### src/rtl/tdc_pkg.sv
// tdc_pkg
// Shared constants and the result record for the TDC back end.
// The result record is also consumed by the readout block, so its
// layout ({seq, err, interval}) must stay in sync with that side.
// build_result turns one captured measurement into a signed interval
// in tap units, clamped to zero with err set when it comes out negative.
package tdc_pkg;

    localparam int FINE_W     = 5;
    localparam int COARSE_W   = 4;
    // Taps per clock period; the fine code covers exactly one period.
    localparam int TAPS       = 32;
    localparam int SEQ_W      = 4;
    localparam int INTERVAL_W = COARSE_W + FINE_W + 1;
    // One extra bit over the interval so a negative raw value is visible.
    localparam int RAW_W      = COARSE_W + FINE_W + 2;

    typedef struct packed {
        logic [SEQ_W-1:0]      seq;
        logic                  err;
        logic [INTERVAL_W-1:0] interval;
    } tdc_result_t;

    function automatic tdc_result_t build_result(
        input logic [COARSE_W-1:0] coarse,
        input logic [FINE_W-1:0]   b_start,
        input logic [FINE_W-1:0]   b_stop,
        input logic [SEQ_W-1:0]    seq
    );
        tdc_result_t      res;
        logic [RAW_W-1:0] raw;
        raw = RAW_W'(coarse) * RAW_W'(TAPS) + RAW_W'(b_start) - RAW_W'(b_stop);
        res.seq = seq;
        if (raw[RAW_W-1]) begin
            res.err      = 1'b1;
            res.interval = '0;
        end else begin
            res.err      = 1'b0;
            res.interval = raw[INTERVAL_W-1:0];
        end
        return res;
    endfunction

endpackage

### src/rtl/tdc_result_fifo.sv
// tdc_result_fifo
// Generic synchronous first-word-fall-through FIFO. The head entry is
// presented on pop_data whenever empty is low. Pointers carry one extra
// wrap bit so full and empty can be told apart when the indices match.
// A push into a full FIFO is accepted only if a pop happens on the same
// edge; a pop on an empty FIFO is ignored. There is no write-to-read
// bypass, so a word pushed into an empty FIFO is visible one cycle later.
// Ports:
//   clk, reset  - clock and synchronous active-high reset
//   push        - write push_data this edge (if room)
//   push_data   - word to write
//   pop         - discard the head word this edge (if any)
//   pop_data    - head word (valid when !empty)
//   full, empty - occupancy flags
//   level       - number of words held, 0..DEPTH
module tdc_result_fifo #(
    parameter int WIDTH = 15,
    parameter int DEPTH = 8
) (
    input  logic                     clk,
    input  logic                     reset,
    input  logic                     push,
    input  logic [WIDTH-1:0]         push_data,
    input  logic                     pop,
    output logic [WIDTH-1:0]         pop_data,
    output logic                     full,
    output logic                     empty,
    output logic [$clog2(DEPTH):0]   level
);

    localparam int AW = $clog2(DEPTH);
    localparam logic [AW:0] PTR_ONE = 1;

    logic [AW:0]      wr_ptr;
    logic [AW:0]      rd_ptr;
    logic [WIDTH-1:0] mem [DEPTH];
    logic             do_push;
    logic             do_pop;

    // A pop frees the slot the simultaneous push lands in, so full + pop
    // still accepts the write.
    assign do_pop  = pop && !empty;
    assign do_push = push && (!full || do_pop);

    assign empty    = (wr_ptr == rd_ptr);
    assign full     = (wr_ptr[AW] != rd_ptr[AW]) && (wr_ptr[AW-1:0] == rd_ptr[AW-1:0]);
    assign level    = wr_ptr - rd_ptr;
    assign pop_data = mem[rd_ptr[AW-1:0]];

    // Pointer update; reset empties the FIFO without touching storage.
    always_ff @(posedge clk) begin
        if (reset) begin
            wr_ptr <= '0;
            rd_ptr <= '0;
        end else begin
            if (do_push) wr_ptr <= wr_ptr + PTR_ONE;
            if (do_pop)  rd_ptr <= rd_ptr + PTR_ONE;
        end
    end

    // Storage has no reset; stale words are never visible because empty
    // guards the head.
    always_ff @(posedge clk) begin
        if (do_push) mem[wr_ptr[AW-1:0]] <= push_data;
    end

endmodule

### src/rtl/tdc_result_builder.sv
// tdc_result_builder
// Turns finished TDC measurements into tagged interval results and
// buffers them for readout.
//   stage 1 (capture): latch fine codes, coarse count and sequence tag
//   stage 2 (compute): interval = coarse*TAPS + start - stop, clamped
//   FIFO write one edge later; readout via valid/ready.
// The sequence tag advances on every capture, including results later
// dropped for lack of room, so gaps in m_seq reveal losses.
// Ports:
//   clk, reset                        - clock, synchronous active-high reset
//   meas_done                         - one-cycle pulse, inputs valid
//   bin_start, bin_stop, coarse_count - measurement data
//   m_valid, m_ready                  - readout handshake
//   m_interval, m_err, m_seq          - head result (zero while empty)
//   fifo_level                        - entries held
//   drop_count                        - saturating count of lost results
module tdc_result_builder
    import tdc_pkg::*;
#(
    parameter int DEPTH  = 8,
    parameter int DROP_W = 8
) (
    input  logic                    clk,
    input  logic                    reset,
    input  logic                    meas_done,
    input  logic [FINE_W-1:0]       bin_start,
    input  logic [FINE_W-1:0]       bin_stop,
    input  logic [COARSE_W-1:0]     coarse_count,
    output logic                    m_valid,
    input  logic                    m_ready,
    output logic [INTERVAL_W-1:0]   m_interval,
    output logic                    m_err,
    output logic [SEQ_W-1:0]        m_seq,
    output logic [$clog2(DEPTH):0]  fifo_level,
    output logic [DROP_W-1:0]       drop_count
);

    localparam logic [SEQ_W-1:0] SEQ_ONE = 1;
    localparam logic [DROP_W-1:0] DROP_ONE = 1;

    logic                s1_valid;
    logic [FINE_W-1:0]   s1_start;
    logic [FINE_W-1:0]   s1_stop;
    logic [COARSE_W-1:0] s1_coarse;
    logic [SEQ_W-1:0]    s1_seq;
    logic [SEQ_W-1:0]    seq_count;

    logic                s2_valid;
    tdc_result_t         s2_result;

    tdc_result_t         head;
    logic                fifo_full;
    logic                fifo_empty;
    logic                pop;
    logic                drop_event;

    // Capture stage and sequence counter.
    always_ff @(posedge clk) begin
        if (reset) begin
            s1_valid  <= 1'b0;
            s1_start  <= '0;
            s1_stop   <= '0;
            s1_coarse <= '0;
            s1_seq    <= '0;
            seq_count <= '0;
        end else begin
            s1_valid <= meas_done;
            if (meas_done) begin
                s1_start  <= bin_start;
                s1_stop   <= bin_stop;
                s1_coarse <= coarse_count;
                s1_seq    <= seq_count;
                seq_count <= seq_count + SEQ_ONE;
            end
        end
    end

    // Compute stage: the registered result is pushed on the following edge.
    always_ff @(posedge clk) begin
        if (reset) begin
            s2_valid  <= 1'b0;
            s2_result <= '0;
        end else begin
            s2_valid <= s1_valid;
            if (s1_valid) begin
                s2_result <= build_result(s1_coarse, s1_start, s1_stop, s1_seq);
            end
        end
    end

    assign pop        = !fifo_empty && m_ready;
    assign drop_event = s2_valid && fifo_full && !pop;

    // Saturating count of results that found the FIFO full.
    always_ff @(posedge clk) begin
        if (reset) begin
            drop_count <= '0;
        end else if (drop_event && (drop_count != '1)) begin
            drop_count <= drop_count + DROP_ONE;
        end
    end

    tdc_result_fifo #(
        .WIDTH ($bits(tdc_result_t)),
        .DEPTH (DEPTH)
    ) u_fifo (
        .clk       (clk),
        .reset     (reset),
        .push      (s2_valid),
        .push_data (s2_result),
        .pop       (pop),
        .pop_data  (head),
        .full      (fifo_full),
        .empty     (fifo_empty),
        .level     (fifo_level)
    );

    // Head fields are forced to zero while empty so unwritten storage
    // never reaches the port.
    assign m_valid    = !fifo_empty;
    assign m_interval = fifo_empty ? '0   : head.interval;
    assign m_err      = fifo_empty ? 1'b0 : head.err;
    assign m_seq      = fifo_empty ? '0   : head.seq;

endmodule
### config.mk
export PLATFORM = sky130hd
export DESIGN_NAME = tdc_result_builder
export DESIGN_NICKNAME = d
export VERILOG_FILES = /design/src/rtl/tdc_pkg.sv /design/src/rtl/tdc_result_fifo.sv /design/src/rtl/tdc_result_builder.sv
export SDC_FILE = /design/constraint.sdc
export NUM_CORES = 1
export LEC_CHECK = 0
export BUFFER_PORTS_ARGS = -buffer_cell sky130_fd_sc_hd__buf_2
export CAP_MARGIN = 10
export CORE_MARGIN = 8
export CORE_UTILIZATION = 35
export CTS_CLUSTER_DIAMETER = 150
export DETAILED_ROUTE_END_ITERATION = 16
export PLACE_DENSITY = 0.48
export SYNTH_ARGS = -nofsm -noshare
export SYNTH_HDL_FRONTEND = slang
export SYNTH_SLANG_ARGS = --single-unit
### constraint.sdc
create_clock -name clk -period 3.7 [get_ports clk]
set_clock_uncertainty 0.15 [all_clocks]
set_input_delay 0.185 -clock clk [delete_from_list [all_inputs] [get_ports clk]]
set_output_delay 0.185 -clock clk [all_outputs]
set_load 0.01 [all_outputs]
==> results of run 1 <==
power by group:
group | total [W] | switching [W] | leakage (nW) | internal, W
logic | 0.000383 | 0.000193 | 1.16 | 0.000190
registers | 0.00221 | 0.0000565 | 1.58 | 0.00215
clock network | 0.00184 | 0.000718 | 0.286 | 0.00112
final cells by class:
class / count / share of cell area, %
Timing Repair Buffer: 74 / 5.631
Multi-Input combinational cell: 263 / 26.76
Tap cell: 270 / 3.959
Clock inverter: 11 / 1.891
Sequential cell: 178 / 55.85
Inverter: 17 / 0.7478
Clock buffer: 21 / 5.161
synth_stat cells (3+ instances only):
cell,n,area share [%]
sky130_fd_sc_hd__nand2_1,12,0.63
sky130_fd_sc_hd__nor2b_1,6,0.52
sky130_fd_sc_hd__nor2_1,68,3.6
sky130_fd_sc_hd__inv_1,15,0.79
sky130_fd_sc_hd__mux2i_1,41,5.7
sky130_fd_sc_hd__a21oi_1,10,0.70
sky130_fd_sc_hd__nand4_1,6,0.52
sky130_fd_sc_hd__nand2b_1,6,0.52
sky130_fd_sc_hd__xnor2_1,10,1.2
sky130_fd_sc_hd__a211oi_1,3,0.31
sky130_fd_sc_hd__xor2_1,9,1.1
sky130_fd_sc_hd__clkbuf_1,14,0.73
sky130_fd_sc_hd__o21ai_0,3,0.21
sky130_fd_sc_hd__nand3_1,9,0.63
sky130_fd_sc_hd__edfxtp_1,120,50
sky130_fd_sc_hd__o21ai_1,3,0.21
sky130_fd_sc_hd__dfxtp_1,58,16
sky130_fd_sc_hd__buf_2,6,0.42
sky130_fd_sc_hd__mux4_2,30,9.4
sky130_fd_sc_hd__ha_1,12,2.1
sky130_fd_sc_hd__nor3_1,9,0.63
sky130_fd_sc_hd__or3_1,4,0.35
state kept, by name, indices dropped and copies added, names as in the netlist, 4 cells and up, named ones only:
signal,flops
s1_start,5
u_fifo.rd_ptr,4
s1_stop,5
s1_seq,4
u_fifo.mem,120
s2_result,15
seq_count,4
s1_coarse,4
drop_count,8
u_fifo.wr_ptr,4
worst max path at each step:
stage | end | slack [ns] | cells after the start
floorplan | u_fifo.mem[0][0] | 0.41 | 6
global placement | m_interval[9] | 1.33 | 5
detailed placement | u_fifo.mem[0][13] | 1.28 | 6
CTS | m_interval[9] | 0.85 | 5
global route | m_interval[9] | 0.74 | 5
finish | m_interval[4] | 0.95 | 5
repair_timing:
action | CTS | global route
hold endpoints to repair | 16 | 0
hold buffers | 15 | 0
buffers inserted | 0 | 0
kinds of logic (layout without fill, tap and decap cells):
kind of cell             count (synthesis)  after routing  synth area share (%)
AO/OA/AOI/OAI                           28             28                 2.583
XOR/XNOR                                20             20                 2.549
adder cells (fa/ha/maj)                 14             14                 2.653
buffers and inverters                   37            123                 2.042
flip-flops                             178            178                 66.47
multiplexers                            71             71                 15.15
AND/OR/NAND/NOR                        130            130                 8.553
metal layers:
| metal | part of all wire, % | vias up | wire [um] | global-route usage, % |
|---|---|---|---|---|
| met2 | 48 | 62 | 6951 | 19.54 |
| met3 | 2.9 | 14 | 412 | 2.740 |
| met5 | 0 | - | 0 | 0 |
| met1 | 48 | 1992 | 6892 | 14.80 |
| li1 | - | 1925 | - | - |
| met4 | 1.1 | 0 | 160 | 3.859 |
worst max-delay path: stages, from the launching register on:
cell                      delay (ns)
sky130_fd_sc_hd__dfxtp_2        0.64
sky130_fd_sc_hd__buf_4          0.36
sky130_fd_sc_hd__mux4_2         0.56
sky130_fd_sc_hd__mux2i_1        0.19
sky130_fd_sc_hd__nor2_1         0.08
sky130_fd_sc_hd__buf_2          0.15
per-stage QoR:
stage               util, %  power (W)  worst slack, ns
global route          42.31   0.004611           0.7385
finish                42.31   0.004434           0.9529
global placement      38.58   0.002629            1.325
detailed placement    38.58   0.002637            1.280
CTS                   42.31   0.004487           0.8502
floorplan                 -   0.002502           0.4056
==> flow_summary.json, run 1 <==
{
  "globalRouteOverflowTotal": 0,
  "setup_tns_ns": 0,
  "reg2reg_depth": 7,
  "startpoint_of_the_worst_register_to_register_path": "u_fifo.wr_ptr[0]",
  "power.density_cell_area_nw_per_um2": 519.6,
  "seqCellArea_sq_um": 4766,
  "synth_cell_types": 41,
  "drt_iter0_drc": 190,
  "route.vias.total": 3993,
  "yosys_most_used_dff": "sky130_fd_sc_hd__edfxtp_1",
  "layout-area-overhead-vs-synth_pct": 19.04,
  "ant_nets": 0,
  "grt_first_pass_wirelength_mm": 23.12,
  "critical_path_class": "reg2out",
  "cellLeakagePower_nw": 3.033,
  "via_count_of_the_first_global_routing_pass": 4194,
  "cts-buffers-inserted": 17,
  "number_of_iterations_in_the_first_detailed_routing_pass": 5,
  "route.detailed.wl_per_inst_um": 17.29,
  "synth-edff-count": 120,
  "placed_cells_incl_taps": 787,
  "critPathCaptureType": "primary output",
  "die_h_um": 159.1,
  "post-route-min-period_ns": 2.747,
  "maxSlewHeadroom_pct": 26.72,
  "crit_fanout": 14,
  "placement.io_buffers": 45,
  "outcome": "finished clean",
  "dieWidth_um": 159.1,
  "multiInputGateArea_sq_um": 2283,
  "tritoncts": "built",
  "layout-drive-gt1-share_pct": 23.05,
  "final.fill_count": 1873,
  "hp-start": "reset",
  "worst-slew-pin-transition_ns": 1.098,
  "via_per_inst": 4.788,
  "peakVddDrop_mv": 0.3154,
  "cts-root-to-sink-buffers": 2,
  "setup.reg_to_reg.worst_slack_ns": 1.29,
  "postPlaceCellArea_sq_um": 7781,
  "commonest_cells_after_routing_fill_and_taps_aside": "120 x sky130_fd_sc_hd__edfxtp_1, 68 x sky130_fd_sc_hd__nor2_1, 57 x sky130_fd_sc_hd__dfxtp_1",
  "h_tree_lvls": 4,
  "maxClockFrequency_ghz": 0.3640,
  "fp.coreArea_sq_um": 20170,
  "clock_sinks": 178,
  "fin_crit_sh_pct": 74.24,
  "postSynthNetCount": 510,
  "rsz0062_at_grt": "no",
  "post_synth_instance_area_sq_um": 7168,
  "floorplan.io_pins": 46,
  "postRouteWirelength_mm": 14.42,
  "cp_data_arrival_time_ns": 2.41,
  "synth-seq-cells": 178,
  "clk_root_buffer_cell": "sky130_fd_sc_hd__clkbuf_16",
  "global_route.usage.total_pct": 11.73,
  "placement_rows": 52,
  "clk_latency_ns": 0.42,
  "max_cap_viol_count": 0,
  "clkSlewWorstSetupHoldPaths_ns": 0.07,
  "worstPathRequired_ns": 3.37,
  "ys_async_sr_fraction_pct": 0,
  "finish.instance_area_sq_um": 8533,
  "synth.avg_cell_area_sq_um": 15.00,
  "floorplan.die_area_sq_um": 25320,
  "start_util_pct": 35.54,
  "timing_max_transition_violations_final": 0,
  "postSynthCellCount": 478,
  "startpoint_class_of_the_critical_path": "register",
  "dp_hpwl_mm": 9.445,
  "insertedDiodeCount": 0,
  "synth-warning-count": 0,
  "worst_hold_path.endpoint": "s1_coarse[2]",
  "largest_net_degree_at_the_start_of_global_routing": 37,
  "routabilityCongestion": 0.7432,
  "worst_hold_margin_ns": 0.1336,
  "antenna_found_initial": 0,
  "final_cells": 834,
  "hold_viol": 0,
  "synth_sequential_area_ratio_pct": 66.47,
  "post_cts.resized_instances": 0,
  "hold_depth": 2,
  "holdCritPathClass": "in2reg",
  "setup_viol": 0,
  "finalNetCount": 583,
  "drc": 0,
  "most_common_cell_after_layout_fill_and_taps_aside": "sky130_fd_sc_hd__edfxtp_1",
  "critical_path.reg2reg.endpoint": "u_fifo.mem[2][11]"
}
Note: power is estimated with default switching activity, not from simulation.
==> run 2, diff against run 1 <==
--- a/config.mk
+++ b/config.mk
@@ -5,6 +5,7 @@
 export SDC_FILE = /design/constraint.sdc
 export NUM_CORES = 1
 export LEC_CHECK = 0
+export ABC_AREA = 1
 export BUFFER_PORTS_ARGS = -buffer_cell sky130_fd_sc_hd__buf_2
 export CAP_MARGIN = 10
 export CORE_MARGIN = 8
==> constraint.sdc (replaced) <==
create_clock -name clk -period 2.6 [get_ports clk]
set_clock_uncertainty 0.15 [all_clocks]
set_input_delay 0.13 -clock clk [delete_from_list [all_inputs] [get_ports clk]]
set_output_delay 0.13 -clock clk [all_outputs]
set_load 0.01 [all_outputs]
==> flow_summary.json, run 2 <==
{
  "outcome": "finished clean",
  "ys_async_sr_fraction_pct": 0,
  "clk_root_buffer_cell": "sky130_fd_sc_hd__clkbuf_16",
  "start_util_pct": 35.36,
  "grt_first_pass_wirelength_mm": 26.90,
  "antenna_found_initial": 0,
  "worst_slack_ns": 0.1949,
  "fp.coreArea_sq_um": 20890,
  "cp_data_arrival_time_ns": 2.13,
  "final.fill_count": 2032,
  "postSynthCellCount": 729,
  "postSynthNetCount": 761,
  "hold_depth": 2,
  "synth_simple_gate_area_share_pct": 14.87,
  "finalNetCount": 822,
  "max_cap_viol_count": 0,
  "rsz0062_at_grt": "no",
  "route.detailed.wl_per_inst_um": 15.78,
  "reg2reg_depth": 10,
  "startpoint_class_of_the_critical_path": "register",
  "fin_crit_sh_pct": 92.51,
  "yosysTopAreaCellShare_pct": 48.79,
  "dominant_combinational_cell_family_by_area_after_synthesis": "simple AND/OR/NAND/NOR gates",
  "worstPathRequired_ns": 2.32,
  "postLayoutCoreUtil_pct": 41.64,
  "power.switching_fraction_pct": 28.30,
  "synth-warning-count": 0,
  "cts-buffers-inserted": 17,
  "largest_net_degree_at_the_start_of_global_routing": 47,
  "drt_iter0_drc": 297,
  "post_synth_fa_ha_maj_area_fraction_pct": 2.575,
  "cts-root-to-sink-buffers": 2,
  "post_synth_instance_area_sq_um": 7386,
  "setup_viol": 0,
  "switchingPower_w": 0.001895,
  "postCtsSetupRepairBufs": 0,
  "synth_cell_types": 30,
  "critPathCaptureType": "primary output",
  "synth.avg_cell_area_sq_um": 10.13,
  "synth-seq-cells": 178,
  "routabilityCongestion": 0.8478,
  "clock_sinks": 178,
  "timing_max_transition_violations_final": 0,
  "timing.critical_path.mode_cell": "sky130_fd_sc_hd__o21ai_0",
  "internal_power_w": 0.004800,
  "postRouteWirelength_mm": 17.01,
  "tritoncts": "built",
  "crit_fanout": 19,
  "synth-edff-count": 120,
  "place_ws_ns": 0.2682,
  "floorplan.die_area_sq_um": 26010,
  "ant_nets": 0,
  "globalRouteOverflowTotal": 0,
  "post-route-min-period_ns": 2.405,
  "peakVddDrop_mv": 0.4006,
  "hp-start": "reset",
  "layout-area-overhead-vs-synth_pct": 17.77,
  "worst-slew-pin-transition_ns": 0.8609,
  "via_per_inst": 4.738,
  "ys_top_cells_by_area": "sky130_fd_sc_hd__edfxtp_1 49%, sky130_fd_sc_hd__dfxtp_1 16%, sky130_fd_sc_hd__nor2_1 8.5%",
  "maxClockFrequency_ghz": 0.4158,
  "insertedDiodeCount": 0,
  "placement.io_buffers": 45,
  "dp_hpwl_mm": 11.52,
  "critical_path_buf_inv_count": 3,
  "report.power.total_w": 0.006695,
  "clkSlewWorstSetupHoldPaths_ns": 0.07,
  "via_count_of_the_first_global_routing_pass": 5004,
  "route.vias.total": 5108,
  "critical_path.reg2reg.endpoint": "u_fifo.mem[4][8]",
  "dieWidth_um": 161.3,
  "power.share.clock_pct": 37.1,
  "synth_sequential_area_ratio_pct": 64.51,
  "clk_latency_ns": 0.42,
  "number_of_iterations_in_the_first_detailed_routing_pass": 4,
  "largest_register_ffs": 120,
  "most_common_cell_after_layout_fill_and_taps_aside": "sky130_fd_sc_hd__nor2_1",
  "hold_viol": 0,
  "h_tree_lvls": 4,
  "layout-drive-gt1-share_pct": 13.82,
  "crit_path_cell_trace": "inv_2 -> buf_4 -> nor2_1 -> o21ai_0 -> o21ai_0 -> a31oi_1 -> buf_2",
  "synth_most_common_cell": "sky130_fd_sc_hd__nor2_1",
  "post_synth_xor_area_fraction_pct": 1.643,
  "cpPeakStageDelay_ns": 0.35,
  "netlist_top_cells_count": "167 x sky130_fd_sc_hd__nor2_1, 120 x sky130_fd_sc_hd__edfxtp_1, 115 x sky130_fd_sc_hd__o21ai_0, 71 x sky130_fd_sc_hd__nand2_1, 58 x sky130_fd_sc_hd__dfxtp_1",
  "drc": 0,
  "yosys_most_used_dff": "sky130_fd_sc_hd__edfxtp_1",
  "global_route.usage.total_pct": 13.08,
  "path_delay_family": "buffers and inverters",
  "floorplan.io_pins": 46,
  "seq_power_share_pct": 47.4,
  "holdCritPathClass": "in2reg",
  "worst_hold_path.endpoint": "seq_count[0]",
  "cellLeakagePower_nw": 3.257,
  "commonest_cells_after_routing_fill_and_taps_aside": "167 x sky130_fd_sc_hd__nor2_1, 120 x sky130_fd_sc_hd__edfxtp_1, 114 x sky130_fd_sc_hd__o21ai_0",
  "maxSlewHeadroom_pct": 42.54,
  "setup_tns_ns": 0,
  "synth_largest_area_cell": "sky130_fd_sc_hd__edfxtp_1",
  "synth_compound_area_share_pct": 12.16,
  "critPathSlowestCell": "sky130_fd_sc_hd__o21ai_0",
  "power.density_cell_area_nw_per_um2": 769.7,
  "die_h_um": 161.3,
  "combPwrFrac_pct": 15.5,
  "synth.mux.area_fraction_pct": 0,
  "critical_path_class": "reg2out",
  "startpoint_of_the_worst_register_to_register_path": "u_fifo.rd_ptr[2]",
  "setup.reg_to_reg.worst_slack_ns": 0.30,
  "placement_rows": 53
}
[run 2: power groups by stage]
| stage | logic, W | registers [W] | clock network [W] |
|---|---|---|---|
| 2_1_floorplan | 0.000668 | 0.00319 | 0 |
| 3_3_place_gp | 0.000996 | 0.00324 | 0 |
| 3_5_place_dp | 0.00100 | 0.00324 | 0 |
| 4_1_cts | 0.00103 | 0.00317 | 0.00255 |
| 5_1_grt | 0.00117 | 0.00318 | 0.00267 |
| 6_report | 0.00104 | 0.00317 | 0.00249 |
[run 2: kinds of logic (layout without fill, tap and decap cells)]
logic type | Yosys count | after routing
flops | 178 | 178
xor+xnor | 13 | 13
buf+inv | 80 | 153
fa+ha+maj | 14 | 14
compound gates | 173 | 173
simple gates | 271 | 272
[run 2: worst max path at each step]
stage                                 from  slack, ns               end  cells after the start
after floorplan           u_fifo.rd_ptr[1]       0.08  u_fifo.mem[0][0]                      9
after global placement    u_fifo.rd_ptr[1]       0.35  u_fifo.mem[4][7]                     10
after detailed placement  u_fifo.rd_ptr[1]       0.27  u_fifo.mem[4][5]                     10
after CTS                 u_fifo.rd_ptr[1]       0.05          m_seq[0]                      8
after global routing              register       0.02     m_interval[1]                      7
final                             register       0.19             m_err                      7
[run 2: per-stage QoR]
| stage | hold slack, ns | cells | cell area (sq um) |
|---|---|---|---|
| global placement | 0.2032 | 1029 | 7944 |
| CTS | 0.007889 | 1077 | 8681 |
| finish | 0.01647 | 1078 | 8698 |
| global route | 0.04150 | 1078 | 8698 |
| floorplan | 0.1149 | 729 | 7391 |
| detailed placement | 0.2085 | 1029 | 7944 |
[run 2: repair_timing]
item | in CTS | in global routing
cloned | 0 | 1
hold endpoints to repair | 24 | 0
gates resized for setup | 1 | 6
endpoints found under the setup margin | 2 | 8
hold buffers | 16 | 0
[run 2: layer usage]
metal	wire length, um	track usage, %
met5	0	0
met4	92	3.409
met3	415	2.902
met2	8102	21.33
met1	8399	17.29
[run 2: layout make-up]
cell class	instances	area [sq um]	area share, %
sequential	178	4768	54.82
clock buffer	18	429.2	4.934
clock inverter	14	142.6	1.640
multi-input combinational	472	2330	26.78
tap	275	344.1	3.956
inverter	46	177.7	2.043
timing repair buffer	75	506.7	5.826
